[config.mk]
export PLATFORM = sky130hd
export DESIGN_NAME = pipe_stage_reg
export DESIGN_NICKNAME = d
export VERILOG_FILES = /design/src/rtl/pipe_pkg.sv /design/src/rtl/pipe_skid_buf.sv /design/src/rtl/pipe_stage_reg.sv
export SDC_FILE = /design/constraint.sdc
export NUM_CORES = 1
export LEC_CHECK = 0
export ABC_AREA = 1
export BUFFER_PORTS_ARGS = -buffer_cell sky130_fd_sc_hd__buf_2
export CAP_MARGIN = 20
export CORE_MARGIN = 3
export CORE_UTILIZATION = 43
export DETAILED_ROUTE_END_ITERATION = 8
export HOLD_SLACK_MARGIN = 0.15
export PLACE_DENSITY = 0.68
export RECOVER_POWER = 50
export REMOVE_ABC_BUFFERS = 1
export SKIP_CTS_REPAIR_TIMING = 1
export SLEW_MARGIN = 20
export SYNTH_ARGS = -nofsm -noshare
export SYNTH_HDL_FRONTEND = slang
export SYNTH_SLANG_ARGS = --single-unit
[constraint.sdc]
create_clock -name clk -period 7.2 [get_ports clk]
set_clock_uncertainty 0.1 [all_clocks]
set_input_delay 0.36 -clock clk [delete_from_list [all_inputs] [get_ports clk]]
set_output_delay 0.36 -clock clk [all_outputs]
set_load 0.05 [all_outputs]
[src/rtl/pipe_pkg.sv]
// Shared types and constants for elastic pipeline stage registers.
// Default-width payload bundle plus control-bundle bit positions.
package pipe_pkg;

    localparam int REG_ADDR_W = 5;
    localparam int XLEN_DEF   = 32;
    localparam int CTRL_W_DEF = 8;

    localparam int CTRL_MEM_RD    = 0;
    localparam int CTRL_MEM_WR    = 1;
    localparam int CTRL_REG_WR    = 2;
    localparam int CTRL_WB_SEL_LO = 3;
    localparam int CTRL_WB_SEL_HI = 4;

    typedef struct packed {
        logic [XLEN_DEF-1:0]   alu_out;
        logic [XLEN_DEF-1:0]   rs2_data;
        logic [XLEN_DEF-1:0]   pc;
        logic [REG_ADDR_W-1:0] rd;
        logic [CTRL_W_DEF-1:0] ctrl;
    } stage_payload_t;

    function automatic logic [1:0] bit_sum3(
        input logic a,
        input logic b,
        input logic c
    );
        return 2'(a) + 2'(b) + 2'(c);
    endfunction

endpackage

[src/rtl/pipe_skid_buf.sv]
// Single-entry skid register that catches a beat while the main
// register is stalled; cleared by flush or when drained into main.
module pipe_skid_buf
    import pipe_pkg::*;
#(
    parameter int W = 8
) (
    input  logic         clk,
    input  logic         rst,
    input  logic         flush,
    input  logic         load,
    input  logic         pop,
    input  logic [W-1:0] din,
    output logic         valid,
    output logic [W-1:0] dout
);

    always_ff @(posedge clk or posedge rst) begin
        if (rst) begin
            valid <= 1'b0;
            dout  <= '0;
        end else begin
            if (flush)
                valid <= 1'b0;
            else if (load)
                valid <= 1'b1;
            else if (pop)
                valid <= 1'b0;
            if (!flush && load)
                dout <= din;
        end
    end

endmodule

[src/rtl/pipe_stage_reg.sv]
// Elastic pipeline register with valid/ready, synchronous flush,
// optional skid entry and a saturating flush-drop counter.
module pipe_stage_reg
    import pipe_pkg::*;
#(
    parameter int XLEN   = 32,
    parameter int CTRL_W = 8,
    parameter int SKID   = 1,
    parameter int CNT_W  = 16
) (
    input  logic                  clk,
    input  logic                  rst,
    input  logic                  in_valid,
    output logic                  in_ready,
    input  logic [XLEN-1:0]       alu_out_in,
    input  logic [XLEN-1:0]       rs2_data_in,
    input  logic [XLEN-1:0]       current_pc_in,
    input  logic [REG_ADDR_W-1:0] rd_in,
    input  logic [CTRL_W-1:0]     ctrl_in,
    output logic                  out_valid,
    input  logic                  out_ready,
    output logic [XLEN-1:0]       alu_out_out,
    output logic [XLEN-1:0]       rs2_data_out,
    output logic [XLEN-1:0]       current_pc_out,
    output logic [REG_ADDR_W-1:0] rd_out,
    output logic [CTRL_W-1:0]     ctrl_out,
    input  logic                  flush,
    output logic [1:0]            occ,
    output logic [CNT_W-1:0]      drop_cnt
);

    typedef struct packed {
        logic [XLEN-1:0]       alu_out;
        logic [XLEN-1:0]       rs2_data;
        logic [XLEN-1:0]       pc;
        logic [REG_ADDR_W-1:0] rd;
        logic [CTRL_W-1:0]     ctrl;
    } payload_t;

    localparam bit HAS_SKID = (SKID != 0);

    payload_t       in_pl;
    payload_t       main_q;
    payload_t       skid_q;
    logic           out_valid_q;
    logic           skid_valid;
    logic           up;
    logic           dn;
    logic           skid_load;
    logic           skid_pop;
    logic           main_load;
    logic           ov_nxt;
    logic           sv_nxt;
    logic [1:0]     drop_add;
    logic [CNT_W:0] drop_sum;

    assign in_pl = '{
        alu_out:  alu_out_in,
        rs2_data: rs2_data_in,
        pc:       current_pc_in,
        rd:       rd_in,
        ctrl:     ctrl_in
    };

    generate
        if (HAS_SKID) begin : g_skid
            pipe_skid_buf #(
                .W($bits(payload_t))
            ) u_skid (
                .clk  (clk),
                .rst  (rst),
                .flush(flush),
                .load (skid_load),
                .pop  (skid_pop),
                .din  (in_pl),
                .valid(skid_valid),
                .dout (skid_q)
            );
            assign in_ready = !skid_valid;
        end else begin : g_noskid
            assign skid_valid = 1'b0;
            assign skid_q     = '0;
            assign in_ready   = !out_valid_q || out_ready;
        end
    endgenerate

    assign up = in_valid && in_ready;
    assign dn = out_valid_q && out_ready;

    // A beat lands in skid only when main is full and not draining.
    assign skid_load = HAS_SKID && up && out_valid_q && !out_ready;
    assign skid_pop  = dn && skid_valid;
    assign main_load = !flush && (skid_pop || (up && !skid_load));

    always_comb begin
        ov_nxt = out_valid_q;
        if (flush)
            ov_nxt = 1'b0;
        else if (main_load)
            ov_nxt = 1'b1;
        else if (dn)
            ov_nxt = 1'b0;
    end

    always_comb begin
        sv_nxt = skid_valid;
        if (flush)
            sv_nxt = 1'b0;
        else if (skid_load)
            sv_nxt = 1'b1;
        else if (skid_pop)
            sv_nxt = 1'b0;
    end

    // A beat leaving downstream in the flush cycle is delivered.
    assign drop_add = bit_sum3(out_valid_q && !out_ready, skid_valid, up);
    assign drop_sum = {1'b0, drop_cnt} + (CNT_W+1)'(drop_add);

    always_ff @(posedge clk or posedge rst) begin
        if (rst) begin
            out_valid_q <= 1'b0;
            main_q      <= '0;
            occ         <= 2'd0;
            drop_cnt    <= '0;
        end else begin
            out_valid_q <= ov_nxt;
            occ         <= 2'(ov_nxt) + 2'(sv_nxt);
            if (main_load)
                main_q <= skid_pop ? skid_q : in_pl;
            if (flush)
                drop_cnt <= drop_sum[CNT_W] ? '1 : drop_sum[CNT_W-1:0];
        end
    end

    assign out_valid      = out_valid_q;
    assign alu_out_out    = main_q.alu_out;
    assign rs2_data_out   = main_q.rs2_data;
    assign current_pc_out = main_q.pc;
    assign rd_out         = main_q.rd;
    assign ctrl_out       = main_q.ctrl;

endmodule
# After elaboration in Yosys (flattened, before gate mapping)
# Index checks and enable logic that the tools add are counted.
# totals
ff_bits	238
inputBits	114
output_inout_bits	129
# classes
add_sub_neg	4
n_mux	8
n_reduce_logical	14
# op_table
cell	n
$mux 109	1
$add 16x2->17	1
$mux 16	1
$logic_and 1x1->1	9
$mux 1	6
$add 1x1->2	2
$logic_not 1->1	4
$add 2x1->2	1
$logic_or 1x1->1	1

# Depth between registers and ports, before layout
# depth
ltp_word	11
mapped_depth	12

# Modules after synthesis
# Synthesis repeated with hierarchy kept, for this count alone.
# unflattened
hier_cells	1444
area_unflattened_um2	11280.8
# by_module_without_submodules
mod	instances	cells_per_inst	area_each_um2
pipe_stage_reg	1	965	6859.1
pipe_skid_buf	1	479	4421.7

# Worst setup path before layout
# Ideal clock, no wire load.
# synth_path
path_type	flip-flop to flip-flop
from	register out_valid_q, in the netlist out_valid
to	register drop_cnt[11]
t_arrival_ns	2.497
t_required_ns	6.972
setup_slack_ns	4.475
path_stages_with_launch	11
n_path_buf	1
synth_period_minus_slack_ns	2.725
path_cell_list	dfrtp_1 -> nand2_1 -> inv_1 -> fa_1 -> ha_1 -> fa_1 -> nand3_2 -> nor2_4 -> nand4_2 -> buf_2 -> nand3_1
# synth_between
elab_chain_cells	5
# synth_rtl
element	line	source
start, declared	pipe_stage_reg.sv:45	logic out_valid_q;
start signal, assigned	pipe_stage_reg.sv:126	out_valid_q <= ov_nxt;
$logic_and 1x1->1	pipe_stage_reg.sv:116	assign drop_add = bit_sum3(out_valid_q && !out_ready, skid_valid, up);
$add 1x1->2	pipe_pkg.sv:28	return 2'(a) + 2'(b) + 2'(c);
$add 2x1->2	pipe_pkg.sv:28	
$add 16x2->17	pipe_stage_reg.sv:117	assign drop_sum = {1'b0, drop_cnt} + (CNT_W+1)'(drop_add);
$mux 16	pipe_stage_reg.sv:131	drop_cnt <= drop_sum[CNT_W] ? '1 : drop_sum[CNT_W-1:0];
end signal, assigned	pipe_stage_reg.sv:131	
end, declared	pipe_stage_reg.sv:29	output logic [CNT_W-1:0] drop_cnt
# No other way between the ends.
# A chain may end at the register's enable or synchronous reset.

# Worst setup path after layout
# layout_path
from	register out_valid_q, in the netlist out_valid
to	register occ[0]
# layout_between
elab_cells_between_ends	15
# layout_lines
element	line	source
$logic_and 1x1->1	pipe_stage_reg.sv:88	assign dn = out_valid_q && out_ready;
$logic_and 1x1->1	pipe_stage_reg.sv:92	assign skid_pop = dn && skid_valid;
$mux 1	n/a	
$mux 1 (*)	n/a	
$mux 1 (*)	pipe_stage_reg.sv:107	if (flush)
net sv_nxt	pipe_stage_reg.sv:53	logic sv_nxt;
$add 1x1->2 (*)	pipe_stage_reg.sv:127	occ <= 2'(ov_nxt) + 2'(sv_nxt);
end signal, assigned	pipe_stage_reg.sv:127	
end, declared	pipe_stage_reg.sv:28	output logic [1:0] occ,
# Mark *: on every way through the listed nets, which the timed path passes. The rest lies on a longest branch.

==> flow_summary.ini <==
[run_status]
outcome = finished with violations
violations = capacitance limit, slew limit

[cts]
cts.sinks = 238
cts_tree = done
insertion_delay_ps = 510
cts_root_buf = clkbuf_16
numCtsBuffers = 26
clk_pin_slew_ps = 60
htree_levels = 1
clk_path_buf_depth = 3

[power]
cellPowerDensity_nw_per_um2 = 313
p_sw_share_pct = 34.4
p_int_mw = 2.86
p_leak_nw = 7.18
clockPowerShare_pct = 33.7
seq_power_share_pct = 40.9
power.net_switching_mw = 1.50
pwr-share-comb_pct = 25.4
ir_worst_vdd_uv = 186

[setup_path]
crit_chain = nand2_1 > nor2_1 > nand2_1 > buf_6 > o21ai_0 > ha_1
cp-end-kind = flop
path_buf_inv = 1
arrival_ps = 4900
critical_path.top_delay_family = simple AND/OR/NAND/NOR gates
path_max_fanout = 117
worstSetupPathType = reg2reg
crit_top_cell = nand2_1
r2r_slack_ps = 2600
cp_slowest_cell = nand2_1
start_kind = flop
max_stage_delay_ps = 2210
cp.required_ps = 7500

[synthesis]
post-synth-top-count-cell = nand2_1
synth.ff_latch_count = 238
synth_ff_type = dfrtp_1
netlist_area_um2 = 10800
synth_top_area_share_pct = 55.0
synth.distinct_cells = 30
synthTopCellsByCount = 259 x nand2_1, 241 x inv_1, 238 x dfrtp_1
ys.warnings.count = 0
synth_area_leader_cell = dfrtp_1
avgSynthCellArea_um2 = 8.27
ys_seq_area_share_pct = 55.0
synth_edf_count = 0
async_flop_share_pct = 100
syn_inst = 1309
ys_top_cells_by_area = dfrtp_1 55%, nand2_1 9.0%, inv_1 8.4%

[sta]
setup_viol = 0
slew_headroom_pct = -176
worst_slew_pin_slew_ps = 4120
fin_setup_tns_ps = 0
hold_viol_final = 0
hold_ws_ps = 134
post-route-min-period_ps = 4600
min_period_over_period_pct = 63.9
final_max_slew_viol_count = 198
rsz0062_at_grt = no
fmax_mhz = 217

[global_routing]
grt_pass1_wl_um = 39100
grt_max_degree = 118
track_usage_pct = 17.3
antenna_found_initial = 0
grt-ovfl-total = 0
grt_pass1_vias = 8025

[die]
die_w_um = 165
rows = 57
initial_core_util_pct = 44.1
fp.dieH_um = 165
core_area_um2 = 24500
io_pins = 243
die_area_um2 = 27100

[drt]
drc = 0
dr_wl_met2_um = 11700
ant_nets = 0
vias = 9219
top_layer = met4
routedWlPerCell_um = 12.8
drt_wl_total_um = 25100
routed_via_density = 4.70
wl_met3_um = 1680
routedLengthMet1_um = 11400
dr.first_iter.drc_count = 744
dr.pass1.iters = 5

[place]
place_congestion = 0.792
post_dp_cell_area_um2 = 12000
port_buffers = 242
dp_hpwl_um = 15300
dp_cells = 1807

[finish]
fin_area_um2 = 13900
antennaDiodeCount = 0
drive_gt1_share_pct = 10.8
stdcell_count = 1963
syn_to_final_growth_pct = 28.6
nNetsFinal = 1741

[flow_run]
maxCapViolations = 2

[hold_path]
min_path_type = in2reg
## power by group through the flow
stage	registers, mW	clock network [mW]	logic (mW)
3_5_place_dp	1.79	0	1.10
4_1_cts	1.77	1.51	1.11
5_1_grt	1.82	1.56	1.22
2_1_floorplan	2.24	0	0.368
3_3_place_gp	1.79	0	1.08
6_report	1.78	1.47	1.11
## placed cells by master, fill, tap and decap left out, drive strengths merged
cell type / n
nor3b: 1
bufinv: 6
a21oi: 112
o21ai: 223
mux2i: 2
ha: 3
dfrtp: 238
nand4: 3
nand3b: 2
dlygate4sd3: 110
clkinv: 4
clkinvlp: 1
a21o: 1
fa: 2
inv: 240
nand2: 260
buf: 120
xor2: 2
nand3: 20
clkbuf: 164
o21bai: 1
nor2: 123
nor3: 1
## sequential cells by signal, summed over array words and instances, names as in the netlist
signal / cells
g_skid.u_skid.valid: 1
out_valid: 1
occ: 2
alu_out_out: 32
drop_cnt: 16
rs2_data_out: 32
g_skid.u_skid.dout: 109
ctrl_out: 8
rd_out: 5
current_pc_out: 32
## final timing paths
kind / start / endpoint / cells past startpoint
worst max-delay path: out_valid / occ[0] / 6
worst min-delay path: out_ready / g_skid.u_skid.valid / 4
worst max register to register: out_valid / occ[0] / 6
worst min register to register: g_skid.u_skid.dout[98] / g_skid.u_skid.dout[98] / 2
max in group asynchronous: rst / current_pc_out[24] / 4
min in group asynchronous: rst / g_skid.u_skid.dout[62] / 3
## per-layer routing
layer	up-vias	GRT usage [%]
met5	-	0
met4	0	3.47
met3	32	3.91
met2	249	27.1
met1	4270	24.8
li1	4668	-
## stage by stage
| step | total power [mW] | util [%] | worst slack [ps] |
|---|---|---|---|
| 4_1_cts | 4.39 | 52.8 | 3850 |
| 6_report | 4.35 | 56.7 | 2600 |
| 3_5_place_dp | 2.90 | 48.9 | 3800 |
| 5_1_grt | 4.60 | 56.7 | 2150 |
| 2_1_floorplan | 2.61 | - | 209 |
| 3_3_place_gp | 2.87 | 48.9 | 3880 |
## logic make-up after synthesis
family          Yosys count  share of synthesized area, %
compound gates          337                          16.0
xor+xnor                  2                         0.162
fa+ha+maj                 5                         0.717
buf+inv                 315                          13.0
flops                   238                          55.0
mux                       2                         0.185
simple gates            410                          14.9
## worst reg2reg max path, stage by stage (launching register included)
cell	delay, ps
dfrtp_1	410
nand2_1	130
nor2_1	70
nand2_1	2210
buf_6	860
o21ai_0	380
ha_1	340
## cell type report
class | instances | area (µm²)
repair buffers | 359 | 2230
inverters | 241 | 906
clock inverters | 10 | 200
well taps | 324 | 405
fillers | 2282 | 10600
clock buffers | 35 | 756
flip-flops and latches | 238 | 5960
multi-input cells | 756 | 3450
Power figures use the tool's default switching activity.
